File: config.mk
export PLATFORM = sky130hd
export DESIGN_NAME = conv_window_gen_flat
export DESIGN_NICKNAME = d
export VERILOG_FILES = /design/src/rtl/conv_window_if.sv /design/src/rtl/conv_window_gen.sv /design/src/flat_wrapper.sv
export SDC_FILE = /design/constraint.sdc
export NUM_CORES = 1
export LEC_CHECK = 0
export ABC_AREA = 1
export BUFFER_PORTS_ARGS = -buffer_cell sky130_fd_sc_hd__clkbuf_2
export CORE_MARGIN = 1
export CORE_UTILIZATION = 58
export DETAILED_ROUTE_END_ITERATION = 16
export HOLD_SLACK_MARGIN = 0.12
export PLACE_DENSITY = 0.86
export SLEW_MARGIN = 20
export SYNTH_ARGS = -nofsm -noshare
export SYNTH_HDL_FRONTEND = slang
export SYNTH_SLANG_ARGS = --single-unit
File: constraint.sdc
create_clock -name clk -period 2.5 [get_ports clk]
set_input_delay 0 -clock clk [delete_from_list [all_inputs] [get_ports clk]]
set_output_delay 0 -clock clk [all_outputs]
set_load 0.02 [all_outputs]
File: src/rtl/conv_window_if.sv
// Pixel-in / window-out stream bundle for the 3x3 window generator.
// Latency: none (wires only).
// Backpressure: pix_ready and win_ready form valid/ready handshakes on each side.
interface conv_window_if #(
  parameter int PIX_W = 4
);
  logic [PIX_W-1:0]   pix_in;
  logic               pix_valid;
  logic               pix_ready;
  logic [9*PIX_W-1:0] win_data;
  logic               win_valid;
  logic               win_ready;
  logic [2:0]         win_row;
  logic [2:0]         win_col;
  logic               win_last;

  // Producer/consumer side (drives pixels, accepts windows)
  modport master (
    output pix_in, pix_valid, win_ready,
    input  pix_ready, win_data, win_valid, win_row, win_col, win_last
  );

  // Window generator side
  modport slave (
    input  pix_in, pix_valid, win_ready,
    output pix_ready, win_data, win_valid, win_row, win_col, win_last
  );
endinterface

File: src/rtl/conv_window_gen.sv
// Builds 3x3 sliding windows from a raster pixel stream using two line buffers.
// Latency: window appears one cycle after accepting its bottom-right pixel.
// Backpressure: one-deep output register; pix_ready = !win_valid || win_ready.
module conv_window_gen #(
  parameter int IMG_W = 7,
  parameter int IMG_H = 7,
  parameter int K     = 3,
  parameter int PIX_W = 4
) (
  input  logic          clk,
  input  logic          rst,
  conv_window_if.slave  bus
);

  typedef enum logic [0:0] {PRIME, ACTIVE} state_t;

  localparam logic [2:0] ROW_MAX = 3'(IMG_H - 1);
  localparam logic [2:0] COL_MAX = 3'(IMG_W - 1);

  state_t state, state_nxt;
  logic [2:0] row, col;

  // Line buffers: lb_r1 holds the row above the current one, lb_r2 the row above that.
  logic [PIX_W-1:0] lb_r1 [IMG_W];
  logic [PIX_W-1:0] lb_r2 [IMG_W];

  // 3x3 shift window; column K-1 is the most recently accepted column.
  logic [PIX_W-1:0] sw       [K][K];
  logic [PIX_W-1:0] win_next [K][K];
  logic [K*K*PIX_W-1:0] win_flat;

  logic acc, col_end, row_end, emit;

  assign bus.pix_ready = !bus.win_valid || bus.win_ready;
  assign acc     = bus.pix_valid && bus.pix_ready;
  assign col_end = (col == COL_MAX);
  assign row_end = (row == ROW_MAX);
  // Only rows >= 2 (ACTIVE) and columns >= 2 complete a full window.
  assign emit    = acc && (state == ACTIVE) && (col >= 3'd2);

  // Raster position counters, advanced on accept and wrapping at frame end.
  always_ff @(posedge clk) begin
    if (rst) begin
      row <= '0;
      col <= '0;
    end else if (acc) begin
      if (col_end) begin
        col <= '0;
        row <= row_end ? 3'd0 : row + 3'd1;
      end else begin
        col <= col + 3'd1;
      end
    end
  end

  // FSM state register.
  always_ff @(posedge clk) begin
    if (rst) state <= PRIME;
    else     state <= state_nxt;
  end

  // FSM next state: ACTIVE once two full rows are buffered, back to PRIME at frame end.
  always_comb begin
    state_nxt = state;
    case (state)
      PRIME:   if (acc && row == 3'd1 && col_end) state_nxt = ACTIVE;
      ACTIVE:  if (acc && row_end && col_end)     state_nxt = PRIME;
      default: state_nxt = PRIME;
    endcase
  end

  // Next window: shift left by one column and append the new column from the line buffers.
  always_comb begin
    win_next = sw;
    win_flat = '0;
    for (int i = 0; i < K; i++) begin
      for (int j = 0; j < K - 1; j++) begin
        win_next[i][j] = sw[i][j+1];
      end
    end
    win_next[0][K-1] = lb_r2[col];
    win_next[1][K-1] = lb_r1[col];
    win_next[2][K-1] = bus.pix_in;
    for (int i = 0; i < K; i++) begin
      for (int j = 0; j < K; j++) begin
        win_flat[PIX_W*(K*i+j) +: PIX_W] = win_next[i][j];
      end
    end
  end

  // Line buffers and shift window; no reset since stale data is overwritten before use.
  always_ff @(posedge clk) begin
    if (acc) begin
      lb_r2[col] <= lb_r1[col];
      lb_r1[col] <= bus.pix_in;
      sw         <= win_next;
    end
  end

  // Output register: load on qualifying accept, otherwise drop valid once taken.
  always_ff @(posedge clk) begin
    if (rst) begin
      bus.win_valid <= 1'b0;
      bus.win_last  <= 1'b0;
      bus.win_row   <= '0;
      bus.win_col   <= '0;
      bus.win_data  <= '0;
    end else if (emit) begin
      bus.win_valid <= 1'b1;
      bus.win_last  <= row_end && col_end;
      bus.win_row   <= row - 3'd2;
      bus.win_col   <= col - 3'd2;
      bus.win_data  <= win_flat;
    end else if (bus.win_ready) begin
      bus.win_valid <= 1'b0;
      bus.win_last  <= 1'b0;
    end
  end

endmodule

File: src/flat_wrapper.sv
// flat-port wrapper written by rule: the top's interface ports become plain ports
module conv_window_gen_flat 
#(
  parameter int IMG_W = 7,
  parameter int IMG_H = 7,
  parameter int K     = 3,
  parameter int PIX_W = 4
)
  (clk, rst, bus_pix_in, bus_pix_valid, bus_win_ready, bus_pix_ready, bus_win_data, bus_win_valid, bus_win_row, bus_win_col, bus_win_last);
  conv_window_if #(.PIX_W(PIX_W)) bus_i ();
  input  logic clk;
  input  logic rst;
  input wire logic [$bits(bus_i.pix_in)-1:0] bus_pix_in;
  input wire logic [$bits(bus_i.pix_valid)-1:0] bus_pix_valid;
  input wire logic [$bits(bus_i.win_ready)-1:0] bus_win_ready;
  output wire logic [$bits(bus_i.pix_ready)-1:0] bus_pix_ready;
  output wire logic [$bits(bus_i.win_data)-1:0] bus_win_data;
  output wire logic [$bits(bus_i.win_valid)-1:0] bus_win_valid;
  output wire logic [$bits(bus_i.win_row)-1:0] bus_win_row;
  output wire logic [$bits(bus_i.win_col)-1:0] bus_win_col;
  output wire logic [$bits(bus_i.win_last)-1:0] bus_win_last;
  assign bus_i.pix_in = bus_pix_in;
  assign bus_i.pix_valid = bus_pix_valid;
  assign bus_i.win_ready = bus_win_ready;
  assign bus_pix_ready = bus_i.pix_ready;
  assign bus_win_data = bus_i.win_data;
  assign bus_win_valid = bus_i.win_valid;
  assign bus_win_row = bus_i.win_row;
  assign bus_win_col = bus_i.win_col;
  assign bus_win_last = bus_i.win_last;
  conv_window_gen #(.IMG_W(IMG_W), .IMG_H(IMG_H), .K(K), .PIX_W(PIX_W)) u_core (.clk(clk), .rst(rst), .bus(bus_i));
endmodule
## Word-level counts from Yosys, hierarchy flattened

Memory sizes are Yosys's and may differ from the RTL's. A register that Yosys moved wholly into a read port is not among the register bits.
Index checks and enable logic that the tools add are counted.

| word-level totals | value |
|---|---|
| flip-flop bits (word level) | 75 |
| RAM bits | 56 |
| input port bits | 8 |
| output and inout bits | 45 |
| memories kept | 2 |

| operators by class | value |
|---|---|
| $add $sub $neg | 4 |
| magnitude comparators | 1 |
| equality and inequality tests | 3 |
| muxes and demuxes | 14 |
| bitwise operators | 1 |
| reduce and logical (&&, ||, !) cells | 12 |

Memory list:

| name | depth | width | read ports | clocked after Yosys merged registers in | write ports | RTL line | RTL |
|---|---|---|---|---|---|---|---|
| u_core.lb_r1 | 7 | 4 | 1 | 1 | 1 | conv_window_gen.sv:24 | `logic [PIX_W-1:0] lb_r1 [IMG_W];` |
| u_core.lb_r2 | 7 | 4 | 1 | 1 | 1 | conv_window_gen.sv:25 | `logic [PIX_W-1:0] lb_r2 [IMG_W];` |

Operator list:

| kind | count |
|---|---|
| $mux 3 | 6 |
| $logic_and 1x1->1 | 8 |
| $mux 1 | 7 |
| $add 3x1->3 const B | 2 |
| $eq 3x3->1 const B | 2 |
| $sub 3x2->3 const B | 2 |
| $eq 3x1->1 const B | 1 |
| $ge 3x2->1 const B | 1 |
| $pmux 1 s2 | 1 |
| $reduce_and 2->1 | 1 |
| $reduce_bool 2->1 | 1 |
| $logic_not 1->1 | 1 |
| $logic_or 1x1->1 | 1 |
| $not 1->1 | 1 |

## Logic depth before layout (Yosys ltp)

Gate-level depths: netlist of the first run.

| depth | value |
|---|---|
| depth in word-level cells | 7 |
| gate-level depth with buffers | 9 |
| gate-level depth less buffers | 9 |

## Worst setup path after synthesis of the first run

Ideal clock, no wire load.

| timing | value |
|---|---|
| kind | reg2reg |
| from | register u_core.bus.win_valid |
| to | memory u_core.lb_r1[4][0], enable pin |
| setup time | 0.371 ns |
| data arrival time | 1.788 ns |
| required time | 2.129 ns |
| setup slack | 0.341 ns |
| stages on the path, launching flop included | 6 |
| buffers on the path | 0 |
| period minus slack after synthesis | 2.159 ns |
| cell sequence | dfxtp_1 > nand2_4 > nand2_4 > inv_1 > nand2_1 > nor2_1 |

| on the way | value |
|---|---|
| cells in the longest elaborated chain, start to end | 5 |

RTL lines:

| element | RTL line | RTL |
|---|---|---|
| start: declaration | conv_window_if.sv:26 | `output pix_ready, win_data, win_valid, win_row, win_col, win_last` |
| start signal: assignment | conv_window_gen.sv:103 | `bus.win_valid <= 1'b0;` |
| start signal: assignment | conv_window_gen.sv:109 | `bus.win_valid <= 1'b1;` |
| start signal: assignment | conv_window_gen.sv:115 | `bus.win_valid <= 1'b0;` |
| $logic_not 1->1 | conv_window_gen.sv:34 | `assign bus.pix_ready = !bus.win_valid \|\| bus.win_ready;` |
| $logic_or 1x1->1 | conv_window_gen.sv:34 |  |
| via bus_pix_ready | flat_wrapper.sv:16 | `output wire logic [$bits(bus_i.pix_ready)-1:0] bus_pix_ready;` |
| $logic_and 1x1->1 | conv_window_gen.sv:35 | `assign acc = bus.pix_valid && bus.pix_ready;` |
| $mux 1 | conv_window_gen.sv:93 | `if (acc) begin` |
| $mux 1 (not written as such) | conv_window_gen.sv:95 | `lb_r1[col] <= bus.pix_in;` |
| end: declaration | conv_window_gen.sv:24 |  |

The timed path passes the listed nets, and every way through them passes these cells.

## Worst setup path after layout of the first run

| timing | value |
|---|---|
| from | register u_core.col[1] |
| to | register u_core.bus.win_last |

| on the way | value |
|---|---|
| cells in the longest elaborated chain, start to end | 3 |
| elaborated cells between the ends (all ways) | 6 |
| those cells by class | order compare: 1; eq/ne: 1; mux: 1; reduce/logical: 3 |

RTL lines:

| element | RTL line | RTL |
|---|---|---|
| start: declaration | conv_window_gen.sv:21 | `logic [2:0] row, col;` |
| start signal: assignment | conv_window_gen.sv:51 | `col <= col + 3'd1;` |
| $ge 3x2->1 / $eq 3x3->1 (equally long branches) | conv_window_gen.sv:39, conv_window_gen.sv:36 |  |
| $logic_and 1x1->1, on equally long branches | conv_window_gen.sv:39, conv_window_gen.sv:110 |  |
| $mux 1 / $reduce_bool 2->1 (equally long branches) | -- |  |
| end signal: assignment | conv_window_gen.sv:110 | `bus.win_last <= row_end && col_end;` |
| end: declaration | conv_window_if.sv:26 |  |

Parallel ways exist; a longest one is shown, timed or not.
A chain may end at the register's enable or synchronous reset.

==> impl_metrics.toml, run 1 <==
[critical_path]
cp_top_family = "buffers and inverters"
crit_type = "reg2reg"
reg2regPathDepth = 7
crit_chain = "inv_1 > ha_1 > nand2_1 > nand2_4 > nand2_1 > a21oi_1 > dlygate4sd3_1"
cp.arrival_ns = 2.48
end_kind = "flop"
worst_ep_required_time_ns = 2.90
r2r-start = "u_core.col[1]"
cp-start-kind = "flop"
crit_path_start = "u_core.col[1]"
max_stage_delay_ns = 0.55
crit_top_cell = "nand2_1"
cp_num_buf_inv = 2
crit_cells = 7
cp_max_fo = 44
critPathSlowestCell = "dlygate4sd3_1"

[drt]
drc = 0
vias_per_cell = 5.43
routed_wl_mm = 10.8
dr.pass1.iters = 5
num_vias = 3674
first_iter_violations = 210
ant_nets = 0
wl_per_cell_um = 16.0

[timing]
clock_skew_ns = 0.00858
setup_viol = 0
drv_slew = 0
rsz0062_at_grt = "no"
max_slew_margin_pct = 38.8
fmax_mhz = 480
hold_ws_ns = 0.255
period_needed_ns = 2.08
layout_setup_ws_ns = 0.419
tns_ns = 0
finalHoldViolCount = 0
period_share_pct = 83.3
worst_pin_slew_ns = 0.914

[floorplanning]
die_w_um = 96.0
initial_core_util_pct = 61.1
dieHeight_um = 96.0
coreArea_mm2 = 0.00838
io_pins = 53
num_rows = 33
die_area_mm2 = 0.00921

[logic_synthesis]
synth_most_common_cell = "nand2_1"
ys.flop_type = "edfxtp_1"
yosysTopAreaCellShare_pct = 46.9
syn_inst = 494
synthTopCellsByCount = "nand2_1, nor2_1, edfxtp_1"
synth.yosys.seq_area_share_pct = 68.0
syn_area_per_cell_um2 = 10.4
synth_edf_count = 80
async_flop_share_pct = 0
synth_area_leaders = "edfxtp_1, dfxtp_1, nand2_1"
ys_ff_latch = 134
synthesis.area_mm2 = 0.00512
yosysUniqueCellTypes = 23
yosys_warnings = 0
syn_nets = 506
yosysTopAreaCell = "edfxtp_1"

[hold_path]
hold_start = "rst"
hp-class = "in2reg"
min_path_cells = 3

[final_layout]
antennaDiodeCount = 0
layout-drive-gt1-share_pct = 18.2
fin_area_mm2 = 0.00606
fin_nets = 571
area_growth_pct = 18.3

[placed_design]
dp_slack_ns = 0.609
port_buffers = 52
dp_hpwl_mm = 6.52
place_congestion = 0.827
post_dp_cell_area_mm2 = 0.00540

[global_routing]
antenna_found_initial = 0
grt_pass1_wl_mm = 17.0
grt_usage_pct = 25.6
grt_max_degree = 45
first_global_vias = 3593
grt-ovfl-total = 0

[clock_network]
cts_tree = "yes"
clockBufferDepth = 2
clock_latency_ns = 0.52
numCtsBuffers = 17
clk_pin_slew_ns = 0.06
cts_sinks = 134
root_buffer = "clkbuf_8"
post_cts_buffers = 0
htreeDepth = 4

[power_and_ir_drop]
peakVddDrop_mv = 0.509
leakagePower_nw = 2.57
pwr_density_cell_mw_per_mm2 = 829

[flow_run]
max_cap_violations = 0

[status]
status = "complete, no violations"
[cell families (layout without fill, tap and decap cells)]
kind of cell | Yosys count | count (layout) | share of synthesized area [%]
DFF | 134 | 134 | 68.0
and+or+nand+nor | 240 | 240 | 19.0
adders and majority gates | 4 | 4 | 0.977
buffers and inverters | 57 | 135 | 5.93
AOI/OAI and AO/OA | 59 | 59 | 6.11
[worst paths after layout]
kind,end,slack [ns]
setup / recovery,u_core.bus.win_last,0.42
hold / removal,u_core.row[0],0.26
setup reg to reg,u_core.bus.win_last,0.42
hold reg to reg,u_core.sw[6],0.45
[flip-flops by register name, indices dropped and copies added (netlist names), named ones only]
signal                cells
u_core.bus.win_data      36
u_core.lb_r1             28
u_core.lb_r2             28
u_core.sw                24
u_core.bus.win_col        3
u_core.bus.win_row        3
u_core.col                3
u_core.row                3
u_core.bus.win_last       1
u_core.bus.win_valid      1
u_core.state              1
[cells in the final DEF (no fill, tap or decap)]
| master | instances |
|---|---|
| or2_2 | 1 |
| inv_4 | 3 |
| clkbuf_2 | 52 |
| a21oi_2 | 4 |
| ha_1 | 4 |
| edfxtp_1 | 80 |
| inv_6 | 3 |
| nor3_1 | 1 |
| nand2_4 | 3 |
| o21a_1 | 1 |
| nand2_1 | 131 |
| buf_4 | 7 |
| clkinv_2 | 1 |
| inv_1 | 31 |
| clkbuf_8 | 4 |
| nor2_8 | 1 |
| clkinv_4 | 2 |
| o21ai_0 | 35 |
| dlygate4sd3_1 | 9 |
| nor2_2 | 2 |
| nor2_1 | 81 |
| dfxtp_1 | 54 |
| clkbuf_1 | 2 |
| clkbuf_16 | 18 |
| nand3_1 | 20 |
| a21oi_1 | 19 |
| inv_2 | 3 |
[power by group]
part / internal [mW] / switching (mW) / leakage [nW]
clock network: 1.43 / 0.918 / 0.288
logic: 0.0591 / 0.165 / 1.10
registers: 2.43 / 0.0282 / 1.18
[through the flow]
step / cells / total power, mW / utilization, %
after floorplan: 494 / 2.63 / -
after global placement: 636 / 2.69 / 64.4
after detailed placement: 636 / 2.71 / 64.4
after CTS: 677 / 5.03 / 72.3
after global routing: 677 / 5.16 / 72.3
final: 677 / 5.02 / 72.3
[cell type report]
cell class / count / area, um2
sequential: 134 / 3480
fill: 561 / 2320
multi-input combinational: 303 / 1340
clock buffer: 24 / 513
timing repair buffer: 68 / 403
inverter: 35 / 136
tap: 105 / 131
clock inverter: 8 / 58.8
[repair_timing]
action	4_1_cts	5_1_grt
endpoints found under the hold margin	49	0
hold buffers	9	0
resized for setup	0	0
[worst min-delay path: cells and delay by family]
kind | cells | cell delay (ns)
buf+inv | 2 | 0.66
simple gates | 1 | 0.06
[routing by layer]
layer  vias to the layer above  wire, um  track usage (%)
met5                         -         0                0
met4                         0       276             13.3
met3                        29       588             6.87
met2                       148      5410             41.7
met1                      1753      4580             31.4
li1                       1744         -                -
Note: power is estimated with default switching activity, not from simulation.
==> run 2, diff against run 1 <==
==> constraint.sdc (replaced) <==
create_clock -name clk -period 2.16 [get_ports clk]
set_input_delay 0 -clock clk [delete_from_list [all_inputs] [get_ports clk]]
set_output_delay 0 -clock clk [all_outputs]
set_load 0.02 [all_outputs]
==> run 2 against run 1 <==
Against the previous run:
- power grew 16%
- worst hold slack gained 0.011 ns
- critical path type unchanged
- largest cell class unchanged
- count of clock-buffer cells in the layout shrank 1
==> impl_metrics.toml, run 2 (synthesis results as in run 1) <==
[placed_design]
port_buffers = 52
dp_hpwl_mm = 6.48
dp_slack_ns = 0.390
place_congestion = 0.820
post_dp_cell_area_mm2 = 0.00545

[final_layout]
largest_register_ffs = 36
multi_input_area_mm2 = 0.00134
largestRegisters = "u_core.bus.win_data (36), u_core.lb_r1 (28), u_core.lb_r2 (28)"
fin_nets = 577
nFillCells = 543
final_cell_mix = "nand2_1, nor2_1, edfxtp_1"
post-route-util_pct = 73.0
area_growth_pct = 19.3
top_register = "u_core.bus.win_data"
regArea_mm2 = 0.00348
fin_area_mm2 = 0.00611
antennaDiodeCount = 0
mostFrequentLayoutCell = "nand2_1"
layout-drive-gt1-share_pct = 19.1

[drt]
routed_wl_mm = 10.6
first_iter_violations = 198
num_vias = 3596
vias_per_cell = 5.27
dr.pass1.iters = 5
wl_per_cell_um = 15.5
drc = 0
ant_nets = 0

[timing]
tns_ns = 0
worst_pin_slew_ns = 0.653
finalHoldViolCount = 0
max_slew_margin_pct = 56.3
layout_setup_ws_ns = 0.174
drv_slew = 0
period_needed_ns = 1.99
rsz0062_at_grt = "no"
setup_viol = 0
period_share_pct = 92.0
fmax_mhz = 503
clock_skew_ns = 0.00738

[floorplanning]
initial_core_util_pct = 61.1
num_rows = 33
die_area_mm2 = 0.00921
die_w_um = 96.0
coreArea_mm2 = 0.00838
dieHeight_um = 96.0
io_pins = 53

[power_and_ir_drop]
pwr_density_cell_mw_per_mm2 = 952
leakagePower_nw = 2.59
total_power_mw = 5.82
peakVddDrop_mv = 0.543

[clock_network]
cts_sinks = 134
clock_latency_ns = 0.52
post_cts_buffers = 0
root_buffer = "clkbuf_8"
ctsResizeCount = 0
cts_tree = "yes"
numCtsBuffers = 17
htreeDepth = 4
clockBufferDepth = 2
hold_buffers = 9
clk_pin_slew_ns = 0.06

[critical_path]
end_kind = "flop"
cp-start-kind = "flop"
crit_type = "reg2reg"
cp_max_fo = 20
worst_ep_required_time_ns = 2.56
cp.arrival_ns = 2.39
reg2regPathDepth = 7

[global_routing]
grt_pass1_wl_mm = 17.1
first_global_vias = 3413
grt_usage_pct = 25.9
grt-ovfl-total = 0
antenna_found_initial = 0
grt_max_degree = 44

[hold_path]
hp-class = "in2reg"
min_path_cells = 3

[status]
status = "complete, no violations"

[flow_run]
max_cap_violations = 0
run 2: cell types whose count changed in the layout (fill, tap and decap cells not counted), sizes merged:
| cell | delta |
|---|---|
| buf | +6 |
| clkbuf | -1 |
| clkinv | +2 |
| inv | -3 |
| clkinvlp | +1 |
run 2: per-stage QoR:
| step | std cells | hold WS [ns] |
|---|---|---|
| after floorplan | 494 | 0.0691 |
| after global placement | 642 | 0.221 |
| after detailed placement | 642 | 0.224 |
| after CTS | 682 | 0.246 |
| after global routing | 682 | 0.293 |
| final | 682 | 0.266 |
run 2: layer usage:
layer,share of wire [%],vias to the layer above,global-route usage [%]
li1,-,1753,-
met1,40,1668,30.9
met2,52,158,44.1
met3,6.6,17,7.27
met4,1.8,0,10.8
met5,0,-,0
run 2: power by group:
part           switching [mW]  internal (mW)  leakage (nW)
logic                   0.202         0.0714          1.13
registers              0.0283           2.81          1.18
clock network            1.03           1.68         0.286
run 2: worst paths after layout:
| path | startpoint | to | slack, ns |
|---|---|---|---|
| setup / recovery | u_core.col[1] | u_core.bus.win_last | 0.17 |
| hold / removal | rst | u_core.row[0] | 0.27 |
| setup reg to reg | u_core.col[1] | u_core.bus.win_last | 0.17 |
| hold reg to reg | u_core.sw[26] | u_core.sw[30] | 0.45 |
run 2: cell type report:
| type | instances | share of cell area [%] |
|---|---|---|
| timing repair buffer | 74 | 7.33 |
| clock inverter | 8 | 0.962 |
| clock buffer | 23 | 8.51 |
| multi-input combinational | 303 | 21.9 |
| tap | 105 | 2.15 |
| sequential | 134 | 57.0 |
| inverter | 35 | 2.23 |
run 2: worst max-delay path, cell delays in order, from the launching register on:
cell and delay, ns:
dfxtp_1 0.47, inv_1 0.14, ha_1 0.24, nand2_1 0.13, nand2_4 0.16, nand2_1 0.10
a21oi_1 0.06, dlygate4sd3_1 0.56
